[src/rtl/t05_tree_pkg.sv]
// Shared types and constants for the Huffman tree node builder.
// Holds the NULL entry code, node record layout, FSM states and top-level state codes.
package t05_tree_pkg;

   localparam logic [8:0] NULL_IDX      = 9'h1FF;
   localparam int         NODE_CNT_W    = 64;
   localparam logic [3:0] ST_TREE_BUILD = 4'd3;
   localparam logic [3:0] ST_TREE_FIN   = 4'd4;

   typedef struct packed {
      logic [8:0]            left;
      logic [8:0]            right;
      logic [NODE_CNT_W-1:0] count;
   } node_t;

   typedef enum logic [2:0] {
      IDLE  = 3'd0,
      NODE  = 3'd1,
      WIPE1 = 3'd2,
      WIPE2 = 3'd3,
      DONE  = 3'd4,
      ERR   = 3'd5
   } tree_state_t;

endpackage

[src/rtl/t05_mem_wr_port.sv]
// Request/acknowledge holding register for the shared hist/node memory write port.
// Ports: i_load captures i_addr/i_data and raises o_req; o_accepted = o_req & i_ack;
// i_flush (or rst) drops any outstanding request.
module t05_mem_wr_port
   import t05_tree_pkg::*;
#(
   parameter int DW = 82
) (
   input  logic          clk,
   input  logic          rst,
   input  logic          i_flush,
   input  logic          i_load,
   input  logic [8:0]    i_addr,
   input  logic [DW-1:0] i_data,
   input  logic          i_ack,
   output logic          o_req,
   output logic [8:0]    o_addr,
   output logic [DW-1:0] o_data,
   output logic          o_accepted
);

   logic          r_req;
   logic [8:0]    r_addr;
   logic [DW-1:0] r_data;

   assign o_accepted = r_req & i_ack;
   assign o_req      = r_req;
   assign o_addr     = r_addr;
   assign o_data     = r_data;

   // A load in the accept cycle chains straight into the next
   // request, so back-to-back writes keep req high.
   always_ff @(posedge clk) begin
      if (rst || i_flush) begin
         r_req  <= 1'b0;
         r_addr <= '0;
         r_data <= '0;
      end else if (i_load) begin
         r_req  <= 1'b1;
         r_addr <= i_addr;
         r_data <= i_data;
      end else if (o_accepted) begin
         r_req  <= 1'b0;
      end
   end

endmodule

[src/rtl/t05_tree_node_builder.sv]
// Huffman tree-build stage: writes one internal node per round, wipes both consumed
// entries, and latches the root when a single survivor is presented.
// Ports: clk/rst; en_state gates activity; in_valid/least1/least2/sum from the finder;
// mem_wr_req/ack/addr/data to the arbiter; node_cnt, root_idx, round_done, tree_done,
// fin_state, err status. Macro T05_TREE_ERR_EN enables input sanity checks (ERR state).
module t05_tree_node_builder
   import t05_tree_pkg::*;
#(
   parameter int         MAX_NODES = 255,
   parameter int         CNT_W     = 64,
   parameter logic [3:0] ST_ID     = ST_TREE_BUILD,
   parameter logic [3:0] ST_FIN    = ST_TREE_FIN
) (
   input  logic             clk,
   input  logic             rst,
   input  logic [3:0]       en_state,
   input  logic             in_valid,
   input  logic [8:0]       least1,
   input  logic [8:0]       least2,
   input  logic [CNT_W-1:0] sum,
   output logic             mem_wr_req,
   input  logic             mem_wr_ack,
   output logic [8:0]       mem_wr_addr,
   output logic [CNT_W+17:0] mem_wr_data,
   output logic [7:0]       node_cnt,
   output logic [8:0]       root_idx,
   output logic             round_done,
   output logic             tree_done,
   output logic [3:0]       fin_state,
   output logic             err
);

   tree_state_t      r_state;
   logic [8:0]       r_l1;
   logic [8:0]       r_l2;
   logic [7:0]       r_node_cnt;
   logic [8:0]       r_root;
   logic             r_done;
   logic             r_rdone;

   logic             w_active;
   logic             w_acc;
   logic             w_bad;
   logic             w_load;
   logic [8:0]       w_ld_addr;
   logic [CNT_W+17:0] w_ld_data;

   assign w_active = (en_state == ST_ID);

`ifdef T05_TREE_ERR_EN
   logic r_err;

   assign w_bad = (least1 == NULL_IDX) ||
                  (least1 == least2)   ||
                  (r_node_cnt == 8'(MAX_NODES));

   always_ff @(posedge clk) begin
      if (rst)
         r_err <= 1'b0;
      else if (w_active && r_state == IDLE && in_valid && w_bad)
         r_err <= 1'b1;
   end

   assign err = r_err;
`else
   assign w_bad = 1'b0;
   assign err   = 1'b0;
`endif

   // Next write is loaded in the same cycle the FSM moves,
   // so req is high in NODE, WIPE1 and WIPE2.
   always_comb begin
      w_load    = 1'b0;
      w_ld_addr = '0;
      w_ld_data = '0;
      if (w_active) begin
         case (r_state)
            IDLE: begin
               if (in_valid && !w_bad && least2 != NULL_IDX) begin
                  w_load    = 1'b1;
                  w_ld_addr = {1'b1, r_node_cnt};
                  w_ld_data = {least1, least2, sum};
               end
            end
            NODE: begin
               if (w_acc) begin
                  w_load    = 1'b1;
                  w_ld_addr = r_l1;
               end
            end
            WIPE1: begin
               if (w_acc) begin
                  w_load    = 1'b1;
                  w_ld_addr = r_l2;
               end
            end
            default: ;
         endcase
      end
   end

   always_ff @(posedge clk) begin
      if (rst) begin
         r_state    <= IDLE;
         r_l1       <= '0;
         r_l2       <= '0;
         r_node_cnt <= '0;
         r_root     <= NULL_IDX;
         r_done     <= 1'b0;
         r_rdone    <= 1'b0;
      end else begin
         r_rdone <= 1'b0;
         if (!w_active) begin
            // Terminal states survive a state-code change.
            if (r_state != DONE && r_state != ERR)
               r_state <= IDLE;
         end else begin
            case (r_state)
               IDLE: begin
                  if (in_valid) begin
                     if (w_bad) begin
                        r_state <= ERR;
                     end else if (least2 == NULL_IDX) begin
                        r_root  <= least1;
                        r_done  <= 1'b1;
                        r_state <= DONE;
                     end else begin
                        r_l1    <= least1;
                        r_l2    <= least2;
                        r_state <= NODE;
                     end
                  end
               end
               NODE: if (w_acc) r_state <= WIPE1;
               WIPE1: if (w_acc) r_state <= WIPE2;
               WIPE2: begin
                  if (w_acc) begin
                     r_rdone <= 1'b1;
                     if (r_node_cnt != 8'(MAX_NODES))
                        r_node_cnt <= r_node_cnt + 8'd1;
                     r_state <= IDLE;
                  end
               end
               default: ;
            endcase
         end
      end
   end

   t05_mem_wr_port #(
      .DW (CNT_W + 18)
   ) u_wr_port (
      .clk        (clk),
      .rst        (rst),
      .i_flush    (~w_active),
      .i_load     (w_load),
      .i_addr     (w_ld_addr),
      .i_data     (w_ld_data),
      .i_ack      (mem_wr_ack),
      .o_req      (mem_wr_req),
      .o_addr     (mem_wr_addr),
      .o_data     (mem_wr_data),
      .o_accepted (w_acc)
   );

   assign node_cnt   = r_node_cnt;
   assign root_idx   = r_root;
   assign round_done = r_rdone;
   assign tree_done  = r_done;
   assign fin_state  = r_done ? ST_FIN : 4'd0;

endmodule
[config.mk]
export PLATFORM = sky130hd
export DESIGN_NAME = t05_tree_node_builder
export DESIGN_NICKNAME = d
export VERILOG_FILES = /design/src/rtl/t05_tree_pkg.sv /design/src/rtl/t05_mem_wr_port.sv /design/src/rtl/t05_tree_node_builder.sv
export SDC_FILE = /design/constraint.sdc
export NUM_CORES = 1
export LEC_CHECK = 0
export BUFFER_PORTS_ARGS = -buffer_cell sky130_fd_sc_hd__buf_2
export CAP_MARGIN = 20
export CELL_PAD_IN_SITES_DETAIL_PLACEMENT = 0
export CELL_PAD_IN_SITES_GLOBAL_PLACEMENT = 1
export CORE_ASPECT_RATIO = 0.6
export CORE_UTILIZATION = 37
export DETAILED_ROUTE_END_ITERATION = 7
export GPL_TIMING_DRIVEN = 1
export PLACE_DENSITY_LB_ADDON = 0.1
export SETUP_SLACK_MARGIN = 0.02
export SLEW_MARGIN = 10
export SYNTH_ARGS = -nofsm -noshare
export SYNTH_HDL_FRONTEND = slang
export SYNTH_HIERARCHICAL = 1
export SYNTH_SLANG_ARGS = --single-unit
[constraint.sdc]
create_clock -name clk -period 2.38 [get_ports clk]
set_clock_uncertainty 0.05 [all_clocks]
set_input_delay 0.238 -clock clk [delete_from_list [all_inputs] [get_ports clk]]
set_output_delay 0.238 -clock clk [all_outputs]
set_load 0.05 [all_outputs]
Word-level counts from Yosys, hierarchy flattened
Index checks and enable logic that the tools add are counted.
{ "totals": {"register_bits": 132, "latchBits": 0, "mem_bits_rw": 0, "romBits": 0, "input_bits": 90, "wordCells": 64, "n_memories": 0} }
{ "classes": {"n_addsub": 1, "n_mul": 0, "n_div": 0, "magnitude_cmp": 0, "eq_ne": 14, "n_shift": 0, "n_mux": 23, "bitwise": 4, "reduce_logical": 12} }
{ "ops": {"columns": ["cell", "n"], "rows": [
  ["two-way mux 82 bit", 3],
  ["two-way mux 9 bit", 4],
  ["one-hot mux 9 bit (3 select lines)", 1],
  ["two-way mux 3 bit", 8],
  ["one-hot mux 3 bit (4 select lines)", 1],
  ["AND reduction 4 bit", 3],
  ["== test 9 bit, second input constant", 1],
  ["!= test 3 x 2 -> 1 bit, second input constant", 3],
  ["!= test 3 bit, second input constant", 3],
  ["!= test 9 bit, second input constant", 1],
  ["adder 8 x 1 -> 8 bit, second input constant", 1],
  ["!= test 8 bit, second input constant", 1],
  ["== test 3 x 2 -> 1 bit, second input constant", 2],
  ["AND reduction 6 bit", 1],
  ["two-way mux 1 bit", 5],
  ["!= test 5 x 1 -> 1 bit, second input constant", 1],
  ["== test 4 x 2 -> 1 bit, second input constant", 1],
  ["nonzero test 2 bit", 2],
  ["== test 3 x 1 -> 1 bit, second input constant", 1],
  ["logical NOT 3 bit", 1],
  ["NOT 1 bit", 3],
  ["OR reduction 3 bit", 1],
  ["logical AND 1 bit", 2],
  ["one-hot mux 1 bit (2 select lines)", 1],
  ["3 further kinds", 3]
]} }

Longest topological paths before layout
{ "depth": {"ltp_word": 6, "ltp_mapped": 9, "ltp_nobuf": 6} }

Cells and area by module
The synthesis kept the hierarchy.
{ "by_module_without_submodules": {"columns": ["module", "instances", "cells_per_inst", "area_per_inst_um2"], "rows": [
  ["t05_mem_wr_port", 1, 299, 3403.3],
  ["t05_tree_node_builder", 1, 327, 2459.9]
]} }

Worst setup path after synthesis
OpenSTA, ideal clock, no wires.
{ "synth_path": {"kind": "reg-to-reg", "startpoint": "register r_state[1]", "endpoint": "register u_wr_port.r_data[10] (netlist: u_wr_port/o_data[10])", "setup_ps": 116, "arrival_time_ps": 1926, "t_required_ps": 2214, "path_slack_ps": 289, "stages_incl_launch_ff": 10, "synth_period_minus_slack_ps": 2091, "path_cell_list": "dfxtp_1 -> buf_2 -> nor4b_1 -> nand2_1 -> clkbuf_1 -> o21ai_0 -> buf_6 -> buf_12 -> mux2i_1 -> nor2_1"} }
{ "synth_via": {"elab_chain_len": 4, "word_cells_on_any_way": 8} }
{ "synth_rtl": {"columns": ["element", "line_no", "source"], "rows": [
  ["start: declaration", "t05_tree_node_builder.sv:33", "tree_state_t r_state;"],
  ["start signal: assignment", "t05_tree_node_builder.sv:104", "r_state <= IDLE;"],
  ["start signal: assignment", "t05_tree_node_builder.sv:116", "r_state <= IDLE;"],
  ["start signal: assignment", "t05_tree_node_builder.sv:122", "r_state <= ERR;"],
  ["== test 3 x 2 -> 1 bit / == test 3 x 1 -> 1 bit (equally long branches)", "t05_tree_node_builder.sv:77", "case (r_state)"],
  ["OR reduction 2 bit (no line)", null, null],
  ["one-hot mux 1 bit (2 select lines) *", "t05_tree_node_builder.sv:77", null],
  ["two-way mux 1 bit *", "t05_tree_node_builder.sv:76", "if (w_active) begin"],
  ["named net w_load", "t05_tree_node_builder.sv:44", "logic w_load;"],
  ["end signal: assignment", "t05_mem_wr_port.sv:41", "r_data <= i_data;"],
  ["end: declaration", "t05_mem_wr_port.sv:24", "logic [DW-1:0] r_data;"]
]} }
Mark *: on every way through the listed nets, which the timed path passes. The rest lies on a longest branch.
A chain may end at the register's enable or synchronous reset.

Final worst setup path
{ "layout_path": {"startpoint": "register u_wr_port.r_req (netlist: u_wr_port/o_req)", "endpoint": "register u_wr_port.r_data[21] (netlist: u_wr_port/o_data[21])"} }
{ "layout_via": {"elab_chain_len": 4} }
{ "layout_rtl": {"columns": ["element", "line_no", "source"], "rows": [
  ["start: declaration", "t05_mem_wr_port.sv:22", "logic r_req;"],
  ["start signal: assignment", "t05_mem_wr_port.sv:35", "r_req <= 1'b0;"],
  ["start signal: assignment", "t05_mem_wr_port.sv:39", "r_req <= 1'b1;"],
  ["start signal: assignment", "t05_mem_wr_port.sv:43", "r_req <= 1'b0;"],
  ["bitwise AND 1 bit", "t05_mem_wr_port.sv:26", "assign o_accepted = r_req & i_ack;"],
  ["named net w_acc", "t05_tree_node_builder.sv:42", "logic w_acc;"],
  ["two-way mux 1 bit", "t05_tree_node_builder.sv:86, t05_tree_node_builder.sv:92", null],
  ["one-hot mux 1 bit (2 select lines)", "t05_tree_node_builder.sv:77", null],
  ["two-way mux 1 bit", "t05_tree_node_builder.sv:76", null],
  ["named net w_load", "t05_tree_node_builder.sv:44", null]
]} }
The timed path passes the listed nets, and every way through them passes these cells.

==> impl_summary.txt <==
----------------------------------------------------
[Floorplanning]
  Initial core utilization ... 0.380
  Die extent in y ... 99.5 µm
  Die area ... 0.0164 mm²
  Core Region ... 0.0154 mm²
  I/O pin count ... 206
  Die X-Extent ... 165 µm
  Num rows ... 35

[Synth]
  Async set-or-reset flop fraction in the synthesized netlist ... 0
  EDFF count, synth ... 0
  Cell variety after synth ... 44
  Synthesis Warnings ... 6
  Post-synthesis cell area ... 0.00586 mm²
  Synth Register Bits ... 132
  Sequential share of the synthesized area ... 0.451
  Average footprint of a synthesized cell ... 9.37 µm²
  Top FF cell, synth ... dfxtp_1
  Number of instances in the synthesized netlist ... 626

[Global routing]
  Number of antenna violations at the first check in global routing ... 4
  Wire length of the first global-routing pass ... 26800 µm
  Number of global-route vias before repair ... 4958
  Residual overflow from global routing ... 0
  Total Routing Usage GR ... 0.214
  Pin count of the biggest net entering global routing ... 93

[Setup path]
  Data arrival at the endpoint of the critical path ... 2350 ps
  Setup crit start kind ... flip-flop
  Required time of the critical path ... 2630 ps
  Critical path type ... reg2reg
  Reg2Reg Depth ... 8
  Type of element capturing the critical path ... flip-flop
  Largest fanout on the critical path ... 29

[Routing]
  Top routing layer used ... met5
  First DRT Iteration DRCs ... 414
  Detailed-routing wirelength on met1 ... 8370 µm
  Wire length on met2 ... 7090 µm
  Total wire length after detailed routing ... 17300 µm
  Final ANT Viol Nets ... 0
  1st-pass router iterations ... 5
  Post-route DRC ... 0
  Post-DR vias/cell ... 5.08
  DR vias ... 5213
  Met3 Wirelength ... 1690 µm
  Drt wl/cell ... 16.8 µm

[Power and ir drop]
  Power after layout ... 5.13 mW
  IR drop worst, VDD ... 0.000411 V
  Portion of total power attributed to the clock network ... 0.532
  Int Pwr ... 3.99 mW
  Reg power frac ... 0.432
  Sw power ... 1.14 mW
  Part of the power in combinational logic ... 0.036
  Switching fraction of total power ... 0.223
  Power per Cell Area ... 681 mW/mm²
  Leakage power total ... 3.36 nW

[Timing]
  Pin slew with the least headroom to its limit ... 591 ps
  Number of endpoints failing setup at the final stage ... 0
  Final Hold Vio Count ... 0
  Aggregate negative setup slack ... 0 ps
  Max-slew violation count ... 0
  Min Clock Period, post-route ... 2110 ps
  Highest Clock Rate ... 0.475 GHz
  Max_slew headroom ... 0.602
  Final period util ... 0.885
  Smallest hold slack ... 66.4 ps
  RSZ-0062 raised after global routing ... false
  Setup ws final ... 274 ps

[Clock tree]
  CTS H-tree depth ... 4
  Num CTS Buffers ... 17
  Max clock buf depth ... 2
  Register clock-pin slew on the reported worst setup and hold paths ... 60 ps
  CTS sink count ... 132
  Root Driver ... clkbuf_16
  Count of cells resized by post-cts repair ... 0
  Setup Buffers After CTS ... 0
  CTS tree ... built
  Source-to-sink clock delay at the later pin of the worst-skew pair ... 410 ps
  Cts-stage hold buffer count ... 0

[Final layout]
  Fill cell instance count of the final layout ... 1501
  Multi-input gate area ... 0.00272 mm²
  Final net count ... 900
  Flip-flop and latch area ... 0.00264 mm²
  Area growth from synthesis to layout ... 28.6%
  Fraction of final layout cells with drive strength greater than 1 ... 0.318

[Place]
  I/O Buffers ... 201
  Detailed placer's ending HPWL ... 11800 µm
  Pre-CTS setup slack ... 159 ps
  Final weighted congestion of routability-driven global placement ... 0.832

[Job]
  Max-Cap Viols ... 0

[Outcome]
  Status ... completed

[Worst hold path]
  Cell depth of the worst min-delay path ... 3
  Worst min-delay path category ... in2reg

----------------------------------------------------
[stage by stage]
step | cells | area [µm²] | utilization
after floorplan | 629 | 5870 | -
after global placement | 992 | 6880 | 0.446
after detailed placement | 992 | 6880 | 0.446
after CTS | 1024 | 7500 | 0.486
after global routing | 1025 | 7530 | 0.489
final | 1027 | 7540 | 0.489
[flip-flops by register name, indices dropped and copies added (netlist names)]
signal	flops
node_cnt	8
u_wr_port/o_req	1
u_wr_port/o_data	82
r_state	3
round_done	1
r_l1	9
root_idx	9
r_l2	9
u_wr_port/o_addr	9
tree_done	1
[metal layers]
metal | track usage | vias up
met1 | 0.307 | 2445
met3 | 0.0834 | 16
met2 | 0.296 | 208
li1 | - | 2540
met5 | 0 | -
met4 | 0.0550 | 4
[worst paths after layout]
path	startpoint	endpoint	slack [ps]
max reg2reg	u_wr_port/o_req	u_wr_port/o_data[21]	270
max	u_wr_port/o_req	u_wr_port/o_data[21]	270
min	mem_wr_ack	u_wr_port/o_req	70
min reg2reg	root_idx[6]	root_idx[6]	410
[critical path: stages, from the launching register on]
cell      delay, ps
dfxtp_1         370
and2_1          190
nor2b_1         280
o211ai_1        190
o21ai_4         110
buf_12          220
buf_12          250
mux2i_1         220
nor2_1           60
[cell usage after synthesis, types with 3 or more instances]
cell | number | share of area
a211o_1 | 9 | 0.013
a21oi_1 | 27 | 0.023
a22oi_1 | 10 | 0.013
and3_1 | 74 | 0.079
buf_12 | 8 | 0.027
buf_2 | 5 | 0.0043
buf_4 | 6 | 0.0077
buf_6 | 10 | 0.019
clkbuf_1 | 29 | 0.019
dfxtp_1 | 132 | 0.45
inv_1 | 20 | 0.013
mux2i_1 | 93 | 0.16
nand2_1 | 9 | 0.0058
nand2b_1 | 3 | 0.0032
nand3_1 | 24 | 0.020
nor2_1 | 96 | 0.061
nor2b_1 | 5 | 0.0053
nor3_1 | 4 | 0.0034
o21ai_0 | 22 | 0.019
o2bb2ai_1 | 7 | 0.010
o31ai_1 | 3 | 0.0038
or3_1 | 3 | 0.0032
or4_1 | 3 | 0.0038
[kinds of logic after synthesis]
logic type      synth area share
other cells             0.000640
flops                      0.451
xor+xnor                 0.00149
simple gates               0.202
fa+ha+maj                0.00213
mux                        0.159
buf+inv                   0.0915
compound gates            0.0928
[cell type report]
| class | instances | share of cell area |
|---|---|---|
| Multi-Input combinational cell | 417 | 0.361 |
| Sequential cell | 132 | 0.351 |
| Timing Repair Buffer | 219 | 0.161 |
| Clock buffer | 19 | 0.0588 |
| Tap cell | 203 | 0.0337 |
| Clock inverter | 13 | 0.0229 |
| Inverter | 22 | 0.0113 |
| Antenna cell | 2 | 0.000664 |
[power groups by stage]
| stage | Sequential [mW] | Clock (mW) | Combinational, mW |
|---|---|---|---|
| after floorplan | 2.26 | 0 | 0.0990 |
| after global placement | 2.26 | 0 | 0.179 |
| after detailed placement | 2.27 | 0 | 0.181 |
| after CTS | 2.22 | 2.79 | 0.182 |
| after global routing | 2.22 | 2.91 | 0.200 |
| final | 2.22 | 2.73 | 0.185 |
[cells in the final DEF (no fill, tap or decap), drive strengths merged, types with 2 or more instances in the layout]
| cell | n |
|---|---|
| buf | 219 |
| dfxtp | 132 |
| nor2 | 96 |
| mux2i | 93 |
| and3 | 74 |
| a21oi | 27 |
| inv | 25 |
| nand3 | 24 |
| o21ai | 22 |
| clkbuf | 19 |
| a22oi | 10 |
| nand2 | 9 |
| a211o | 9 |
| o2bb2ai | 7 |
| nor2b | 5 |
| conb | 4 |
| clkinvlp | 4 |
| nor3 | 4 |
| or3 | 4 |
| nand2b | 3 |
| or4 | 3 |
| o31ai | 3 |
| bufinv | 3 |
| clkinv | 3 |
| diode | 2 |
| a31oi | 2 |
| a211oi | 2 |
| nor4b | 2 |
| and2 | 2 |
(Power assumes the default switching activity.)
